<file path="src/rtl/cpu_pkg.sv">
// cpu_pkg: constants and types shared across the LEGv8 pipeline.
//   INSTR_W    instruction word width
//   NOP_INSTR  bubble instruction; its opcode hits the decoder default, so no writes
//   OPC_*      11-bit opcode bases for the B and CB formats
//   br_fmt_e   selects which branch-offset field is used
package cpu_pkg;

    localparam int unsigned INSTR_W = 32;

    localparam logic [INSTR_W-1:0] NOP_INSTR = 32'hD503201F;

    // B occupies opcode range 0A0-0BF; CBZ 5A0-5A7; CBNZ 5A8-5AF.
    localparam logic [10:0] OPC_B    = 11'h0A0;
    localparam logic [10:0] OPC_CBZ  = 11'h5A0;
    localparam logic [10:0] OPC_CBNZ = 11'h5A8;

    typedef enum logic {
        FMT_CB = 1'b0,
        FMT_B  = 1'b1
    } br_fmt_e;

endpackage

</file>
<file path="src/rtl/branch_target.sv">
// branch_target: combinational branch-target computation.
//   pc      PC of the branch instruction
//   instr   branch instruction word
//   uncond  1: B-format imm26, 0: CB-format imm19
//   target  pc + (sign-extended immediate << 2), modulo 2^ADDR_W
module branch_target
    import cpu_pkg::*;
#(
    parameter int unsigned ADDR_W = 64
) (
    input  logic [ADDR_W-1:0]  pc,
    input  logic [INSTR_W-1:0] instr,
    input  logic               uncond,
    output logic [ADDR_W-1:0]  target
);

    logic [ADDR_W-1:0] offset;
    br_fmt_e           fmt;

    always_comb begin
        fmt    = br_fmt_e'(uncond);
        offset = '0;
        if (fmt == FMT_B)
            offset = {{(ADDR_W-28){instr[25]}}, instr[25:0], 2'b00};
        else
            offset = {{(ADDR_W-21){instr[23]}}, instr[23:5], 2'b00};
        target = pc + offset;
    end

endmodule

</file>
<file path="src/rtl/instr_fetch.sv">
// instr_fetch: IF stage -- PC register, IF/ID pipeline register and a
// saturating count of taken redirects.
//   clk, reset         clock; synchronous active-low reset
//   stall              hazard hold: PC, IF/ID and counter freeze
//   BrTaken, UncondBr  decode-stage branch controls
//   br_valid, br_pc, br_instr  decode-stage instruction being resolved
//   imem_addr, imem_rdata      instruction-memory port (combinational read)
//   if_id_pc, if_id_instr, if_id_valid  IF/ID register outputs
//   redirect_cnt       number of taken redirects, saturating at all-ones
module instr_fetch
    import cpu_pkg::*;
#(
    parameter int unsigned         ADDR_W   = 64,
    parameter logic [ADDR_W-1:0]   RESET_PC = '0,
    parameter int unsigned         CNT_W    = 16
) (
    input  logic               clk,
    input  logic               reset,
    input  logic               stall,
    input  logic               BrTaken,
    input  logic               UncondBr,
    input  logic               br_valid,
    input  logic [ADDR_W-1:0]  br_pc,
    input  logic [INSTR_W-1:0] br_instr,
    output logic [ADDR_W-1:0]  imem_addr,
    input  logic [INSTR_W-1:0] imem_rdata,
    output logic [ADDR_W-1:0]  if_id_pc,
    output logic [INSTR_W-1:0] if_id_instr,
    output logic               if_id_valid,
    output logic [CNT_W-1:0]   redirect_cnt
);

    logic [ADDR_W-1:0] pc;
    logic [ADDR_W-1:0] target;
    logic              redirect;

    branch_target #(.ADDR_W(ADDR_W)) u_branch_target (
        .pc     (br_pc),
        .instr  (br_instr),
        .uncond (UncondBr),
        .target (target)
    );

    // A bubble in decode (br_valid=0) must never redirect; a stalled
    // branch is re-presented by decode, so it is ignored here.
    assign redirect  = BrTaken & br_valid & ~stall;
    assign imem_addr = pc;

    always_ff @(posedge clk) begin
        if (!reset) begin
            pc           <= RESET_PC;
            if_id_pc     <= '0;
            if_id_instr  <= NOP_INSTR;
            if_id_valid  <= 1'b0;
            redirect_cnt <= '0;
        end else if (!stall) begin
            if_id_pc <= pc;
            if (redirect) begin
                pc          <= target;
                if_id_instr <= NOP_INSTR;
                if_id_valid <= 1'b0;
                if (redirect_cnt != '1)
                    redirect_cnt <= redirect_cnt + 1'b1;
            end else begin
                pc          <= pc + ADDR_W'(4);
                if_id_instr <= imem_rdata;
                if_id_valid <= 1'b1;
            end
        end
    end

endmodule
</file>
<file path="config.mk">
export PLATFORM = sky130hd
export DESIGN_NAME = instr_fetch
export DESIGN_NICKNAME = d
export VERILOG_FILES = /design/src/rtl/cpu_pkg.sv /design/src/rtl/branch_target.sv /design/src/rtl/instr_fetch.sv
export SDC_FILE = /design/constraint.sdc
export NUM_CORES = 1
export LEC_CHECK = 0
export CAP_MARGIN = 15
export CORE_MARGIN = 2
export CORE_UTILIZATION = 53
export DETAILED_ROUTE_END_ITERATION = 8
export PLACE_DENSITY_LB_ADDON = 0.15
export SETUP_SLACK_MARGIN = 0.2
export SYNTH_ARGS = -nofsm -noshare
export SYNTH_HDL_FRONTEND = slang
export SYNTH_SLANG_ARGS = --single-unit
export TNS_END_PERCENT = 50
</file>
<file path="constraint.sdc">
create_clock -name clk -period 11.1 [get_ports clk]
set_input_delay 2.22 -clock clk [delete_from_list [all_inputs] [get_ports clk]]
set_output_delay 2.22 -clock clk [all_outputs]
set_load 0.03 [all_outputs]
</file>
==> results.sh, run 1 <==
export IMPL_r2r_setup_slack_ns=7.83
export IMPL_slew_violations=0
export IMPL_met3_usage_pct=4.390
export IMPL_hold_viol=0
export IMPL_drc_errors=0
export IMPL_viasPerCell=5.877
export IMPL_core_rowCount=53
export IMPL_path_class="in -> reg"
export IMPL_dpl_instance_area_mm2=0.01436
export IMPL_reg2reg_from="imem_addr[2]"
export IMPL_critPathLaunchType="input pin"
export IMPL_wl_um=35430
export IMPL_fin_hold_ws_ns=0.4522
export IMPL_tns_ns=0
export IMPL_vdd_ir_drop_max_mv=0.1070
export IMPL_status="completed"
export IMPL_drive_gt1_share_pct=5.345
export IMPL_cts_resized=0
export IMPL_clock_sinks=177
export IMPL_avgRoutedWirePerCell_um=18.26
export IMPL_track_usage_pct=30.86
export IMPL_yosys_area_share_simple_pct=21.81
export IMPL_busiest_layer="met2"
export IMPL_stdcell_area_mm2=0.01495
export IMPL_core_mm2=0.02089
export IMPL_critPathMaxFanout=26
export IMPL_ys_seq_elements=177
export IMPL_cts_setup_buffers=0
export IMPL_drtIter0Drc=887
export IMPL_die_w_um=149.6
export IMPL_grt_first_pass_wirelength_um=55280
export IMPL_synthMuxAreaShare_pct=7.504
export IMPL_critical_path_startpoint="UncondBr"
export IMPL_grt_start_max_net_pins=78
export IMPL_dr_pass1_iters=6
export IMPL_ys_types=79
export IMPL_synthXorXnorAreaFrac_pct=9.274
export IMPL_skew_ns=0.01601
export IMPL_grt_pass1_vias=10510
export IMPL_globalplace_congestion=0.9381
export IMPL_crit_path_end_kind="register"
export IMPL_synth_edff_count=0
export IMPL_ys_warn_count=0
export IMPL_synth_main_ff_cell="dfxtp_1"
export IMPL_cts_tree="done"
export IMPL_drv_cap=0
export IMPL_cp_arrival_ns=6.65
export IMPL_port_buffers=304
export IMPL_hp_start="if_id_valid"
export IMPL_cts_hold_buf=0
export IMPL_antenna_cells=0
export IMPL_p_per_area_mw_per_mm2=122.4
export IMPL_ios=311
export IMPL_clkLatencyLatePin_ns=0.44
export IMPL_cts_buffers_inserted=17
export IMPL_synthCells=1395
export IMPL_synth_top_cell_area_share_pct=31.53
export IMPL_layout_area_overhead_vs_synth_pct=33.04
export IMPL_cts_clk_slew_worst_paths_ns=0.07
export IMPL_crit_required_ns=11.39
export IMPL_syn_area_per_cell_um2=8.056
export IMPL_grt_overflow=0
export IMPL_use_met1_pct=41.47
export IMPL_final_util_pct=71.58
export IMPL_synth_top_family_by_area="simple AND/OR/NAND/NOR gates"
export IMPL_syn_area_mm2=0.01124
export IMPL_power_leakage_nw=5.882
export IMPL_grt_util_met2_pct=51.28
export IMPL_die_y_um=149.6
export IMPL_htreeDepth=4
export IMPL_fin_total_pwr_w=0.001830
export IMPL_dp_hpwl_um=26600
export IMPL_ant_nets=0
export IMPL_worstMarginPinSlew_ns=0.9583
export IMPL_synth_compound_area_share_pct=19.08
export IMPL_nets=1850
export IMPL_syn_nets=1593
export IMPL_cts_path_max_buffers=2
export IMPL_min_period_over_period_pct=57.31
export IMPL_cts_root_buffer="clkbuf_16"
export IMPL_fmax_mhz=157.2
export IMPL_hp_class="reg -> reg"
export IMPL_period_minus_slack_ns=6.361
export IMPL_via_count=11402
export IMPL_initial_utilization_pct=53.80
export IMPL_setup_viol=0
export IMPL_rsz0062_at_grt="no"
export IMPL_die_area_mm2=0.02238
export IMPL_seq_area_frac_synth_pct=31.53
export IMPL_synthArstFlopShare_pct=0
export IMPL_synth_top_area_cell="dfxtp_1"
export IMPL_antenna_found_initial=0
export IMPL_synthAdderAreaFrac_pct=7.192
export IMPL_yosys_top_cells_area="dfxtp_1, ha_1, nor2_1"
export IMPL_slew_headroom_pct=35.22
critical path, cell delays in order:
cell and delay [ns]:
clkdlybuf4s50_1 0.45, buf_4 0.28, mux2_2 0.38, ha_1 0.22
fa_1 0.44, a211oi_1 0.36, o21ai_0 0.16, o211ai_1 0.23
a211oi_1 0.21, a211o_2 0.41, a41o_2 0.35, a31oi_1 0.36
a21oi_1 0.15, xnor2_1 0.29, o22ai_1 0.13
cell families (layout without fill, tap and decap cells):
| kind of cell | count (synthesis) | in the layout |
|---|---|---|
| fa+ha+maj | 64 | 64 |
| flops | 177 | 177 |
| simple gates | 525 | 525 |
| compound gates | 337 | 337 |
| buf+inv | 91 | 361 |
| mux | 82 | 82 |
| xor+xnor | 119 | 119 |
synth_stat cells, drive strengths merged (5+ instances only):
cell type,n
a21oi,113
or4,5
nand3,62
xor2,56
nor2,180
inv,15
o21bai,9
o22ai,10
a211oi,44
or3,8
nand2b,5
nor3,38
nand4,26
buf,16
and3,20
dfxtp,177
a31oi,9
mux2,18
mux2i,64
o211ai,9
xnor2,63
nand2,143
and2,9
and4,8
ha,63
o21ai,68
a21o,42
o21a,5
nor4,6
clkbuf,58
nor2b,5
metrics by stage:
| stage | std cells | setup WS, ns |
|---|---|---|
| final | 1940 | 4.739 |
| after CTS | 1940 | 4.863 |
| after floorplan | 1395 | 5.102 |
| after detailed placement | 1908 | 4.426 |
| after global routing | 1940 | 4.560 |
| after global placement | 1908 | 4.499 |
state kept, by name, indices dropped and copies added (netlist names):
| name | cells |
|---|---|
| if_id_instr | 32 |
| redirect_cnt | 16 |
| if_id_pc | 64 |
| if_id_valid | 1 |
| imem_addr | 64 |
cell usage in the layout (no fill, tap or decap), types with 9 or more instances in the layout:
| cell | count |
|---|---|
| clkdlybuf4s50_1 | 303 |
| nor2_1 | 178 |
| dfxtp_1 | 177 |
| nand2_1 | 142 |
| a21oi_1 | 111 |
| mux2i_1 | 64 |
| o21ai_0 | 63 |
| xnor2_1 | 63 |
| ha_1 | 63 |
| nand3_1 | 61 |
| xor2_1 | 56 |
| a211oi_1 | 42 |
| a21o_1 | 41 |
| nor3_1 | 36 |
| nand4_1 | 24 |
| and3_1 | 19 |
| mux2_2 | 18 |
| clkbuf_16 | 17 |
| inv_1 | 14 |
| o22ai_1 | 10 |
| and2_1 | 9 |
| o211ai_1 | 9 |
| o21bai_1 | 9 |
| buf_4 | 9 |
report_power, final:
part | internal (W) | total [W] | switching (W)
combinational | 0.000227 | 0.000532 | 0.000305
clock | 0.000303 | 0.000605 | 0.000303
sequential | 0.000661 | 0.000693 | 0.0000323
total | 0.00119 | 0.00183 | 0.000640
layer usage:
metal	share of wire [%]	routed length, um
met1	43	15090
met2	47	16560
met3	8.1	2858
met4	2.6	928
met5	0	0
worst paths after layout:
| path | endpoint | cells after the start |
|---|---|---|
| hold reg to reg | if_id_valid | 2 |
| setup / recovery | imem_addr[62] | 15 |
| hold / removal | if_id_valid | 2 |
| setup reg to reg | imem_addr[48] | 11 |
cell type report:
class                   instances  area [um^2]
flip-flops and latches        177         3543
well taps                     275        344.1
clock inverters                15        167.7
clock buffers                  17        425.4
fillers                      1727         5937
multi-input cells            1127         7297
repair buffers                313         3112
inverters                      16        62.56
No activity file was read; power rests on OpenSTA's default activity.
==> run 2: changes to the inputs <==
--- a/config.mk
+++ b/config.mk
@@ -7,7 +7,7 @@
 export LEC_CHECK = 0
 export CAP_MARGIN = 15
 export CORE_MARGIN = 2
-export CORE_UTILIZATION = 53
+export CORE_UTILIZATION = 45
 export DETAILED_ROUTE_END_ITERATION = 8
 export PLACE_DENSITY_LB_ADDON = 0.15
 export SETUP_SLACK_MARGIN = 0.2
==> constraint.sdc (replaced) <==
create_clock -name clk -period 5.5 [get_ports clk]
set_input_delay 1.1 -clock clk [delete_from_list [all_inputs] [get_ports clk]]
set_output_delay 1.1 -clock clk [all_outputs]
set_load 0.03 [all_outputs]
==> run 2 against run 1 <==
Compared with the run above:
- sequential cell count unchanged
- critical path type unchanged
- sequential power increased by 100%
- register-to-register slack got worse by 5.5 ns
- critical endpoint is now imem_addr[59]
- clock skew decreased by 0.00082 ns
- total power increased by 100%
- routed wire length increased by 3.1%
- combinational power increased by 100%
- core utilization decreased by 9.5 points
- largest power group unchanged
- largest cell class unchanged
- count of clock-buffer cells in the layout unchanged
- via count decreased by 1.5%
==> results.sh, run 2 (synthesized netlist as in run 1, its figures left out) <==
export IMPL_wl_met3_um=2536
export IMPL_grt_overflow=0
export IMPL_viasPerCell=5.615
export IMPL_slew_headroom_pct=31.12
export IMPL_tns_ns=0
export IMPL_seqCellArea_mm2=0.003543
export IMPL_port_buffers=304
export IMPL_dpl_instance_area_mm2=0.01452
export IMPL_dr_pass1_iters=5
export IMPL_p_int_w=0.002419
export IMPL_cts_path_max_buffers=2
export IMPL_grt_start_max_net_pins=75
export IMPL_seq_power_share_pct=37.6
export IMPL_nets=1862
export IMPL_die_w_um=162.0
export IMPL_track_usage_pct=26.76
export IMPL_wl_met2_um=16420
export IMPL_grt_first_pass_wirelength_um=56320
export IMPL_drive_gt1_share_pct=6.023
export IMPL_p_per_area_mw_per_mm2=245.9
export IMPL_slew_violations=0
export IMPL_cts_tree="done"
export IMPL_switching_share_pct=35.04
export IMPL_drc_errors=0
export IMPL_nFillCells=2210
export IMPL_avgRoutedWirePerCell_um=18.25
export IMPL_die_y_um=162.0
export IMPL_htreeDepth=4
export IMPL_layout_setup_ws_ns=0.4906
export IMPL_hp_class="reg -> reg"
export IMPL_drt_met1_wl_um=17110
export IMPL_skew_ns=0.01520
export IMPL_antenna_found_initial=0
export IMPL_die_area_mm2=0.02625
export IMPL_cts_setup_buffers=0
export IMPL_cts_clk_slew_worst_paths_ns=0.08
export IMPL_via_count=11235
export IMPL_layout_cells_most_common_list="clkdlybuf4s50_1, nor2_1, dfxtp_1"
export IMPL_critPathMaxFanout=13
export IMPL_crit_required_ns=5.78
export IMPL_clkLatencyLatePin_ns=0.44
export IMPL_clkPwrFrac_pct=33.3
export IMPL_grt_pass1_vias=10515
export IMPL_cts_hold_buf=0
export IMPL_fmax_mhz=199.6
export IMPL_core_rowCount=57
export IMPL_post_place_ws_ns=0.1874
export IMPL_wl_um=36520
export IMPL_core_mm2=0.02439
export IMPL_initial_utilization_pct=46.08
export IMPL_p_comb_share_pct=29.1
export IMPL_critPathLaunchType="input pin"
export IMPL_stdcell_area_mm2=0.01514
export IMPL_ant_nets=0
export IMPL_power_leakage_nw=5.958
export IMPL_layout_area_overhead_vs_synth_pct=34.70
export IMPL_period_minus_slack_ns=5.009
export IMPL_vdd_ir_drop_max_mv=0.1641
export IMPL_status="completed"
export IMPL_globalplace_congestion=0.9220
export IMPL_setup_viol=0
export IMPL_drtIter0Drc=931
export IMPL_min_period_over_period_pct=91.08
export IMPL_hold_viol=0
export IMPL_clock_sinks=177
export IMPL_top_layer="met4"
export IMPL_p_sw_w=0.001304
export IMPL_cts_resized=0
export IMPL_path_class="in -> reg"
export IMPL_cp_arrival_ns=5.29
export IMPL_crit_path_end_kind="register"
export IMPL_worstMarginPinSlew_ns=1.033
export IMPL_multiInputGateArea_mm2=0.007297
export IMPL_dp_hpwl_um=27520
export IMPL_cts_root_buffer="clkbuf_16"
export IMPL_cts_buffers_inserted=17
export IMPL_drv_cap=0
export IMPL_antenna_cells=0
export IMPL_ios=311
export IMPL_rsz0062_at_grt="no"
export IMPL_final_common_cell="clkdlybuf4s50_1"
==> run 2: changes by cell type in the layout (fill, tap and decap cells not counted), sizes merged <==
| cell | before | now |
|---|---|---|
| buf | 10 | 22 |
| clkinv | 6 | 10 |
| clkinvlp | 3 | 1 |
| inv | 22 | 20 |
==> run 2: routing by layer <==
layer,vias up,GRT usage (%)
li1,5531,-
met2,391,43.60
met3,28,4.826
met1,5285,37.14
met4,0,5.672
met5,-,0
==> run 2: critical path, cell delays in order <==
cell and delay, ns:
clkdlybuf4s50_1 0.63, buf_4 0.27, mux2_2 0.35, ha_1 0.34, a211oi_1 0.36, o21bai_1 0.15
nand2_1 0.11, a31oi_1 0.19, nor3_1 0.63, nand2_1 0.23, a31oi_1 0.34, o21ai_0 0.18
xnor2_1 0.27, a211oi_1 0.12
==> run 2: area by class of cell <==
class | count | share of cell area, %
inverters | 16 | 0.4133
repair buffers | 325 | 21.23
flip-flops and latches | 177 | 23.41
multi-input cells | 1127 | 48.20
clock buffers | 17 | 2.810
well taps | 324 | 2.678
clock inverters | 15 | 1.256
==> run 2: worst paths after layout <==
check | slack (ns) | end | start | cells after the start
max | 0.49 | imem_addr[59] | UncondBr | 14
min reg2reg | 0.45 | if_id_valid | if_id_valid | 2
max reg2reg | 2.29 | imem_addr[48] | imem_addr[2] | 11
min | 0.45 | if_id_valid | if_id_valid | 2
==> run 2: stage by stage <==
stage / hold slack (ns) / power, W / utilization, % / std cells
finish: 0.4511 / 0.003723 / 62.07 / 2001
global route: 0.4859 / 0.003890 / 62.07 / 2001
CTS: 0.4513 / 0.003737 / 62.07 / 2001
detailed placement: 0.4393 / 0.002500 / 59.54 / 1969
global placement: 0.4397 / 0.002493 / 59.54 / 1969
floorplan: 0.5748 / 0.002110 / - / 1395
==> run 2: power by group through the flow <==
stage | combinational [W] | sequential, W | clock, W
floorplan | 0.000600 | 0.00151 | 0
global placement | 0.00107 | 0.00143 | 0
detailed placement | 0.00107 | 0.00143 | 0
CTS | 0.00108 | 0.00140 | 0.00126
global route | 0.00117 | 0.00141 | 0.00131
finish | 0.00108 | 0.00140 | 0.00124
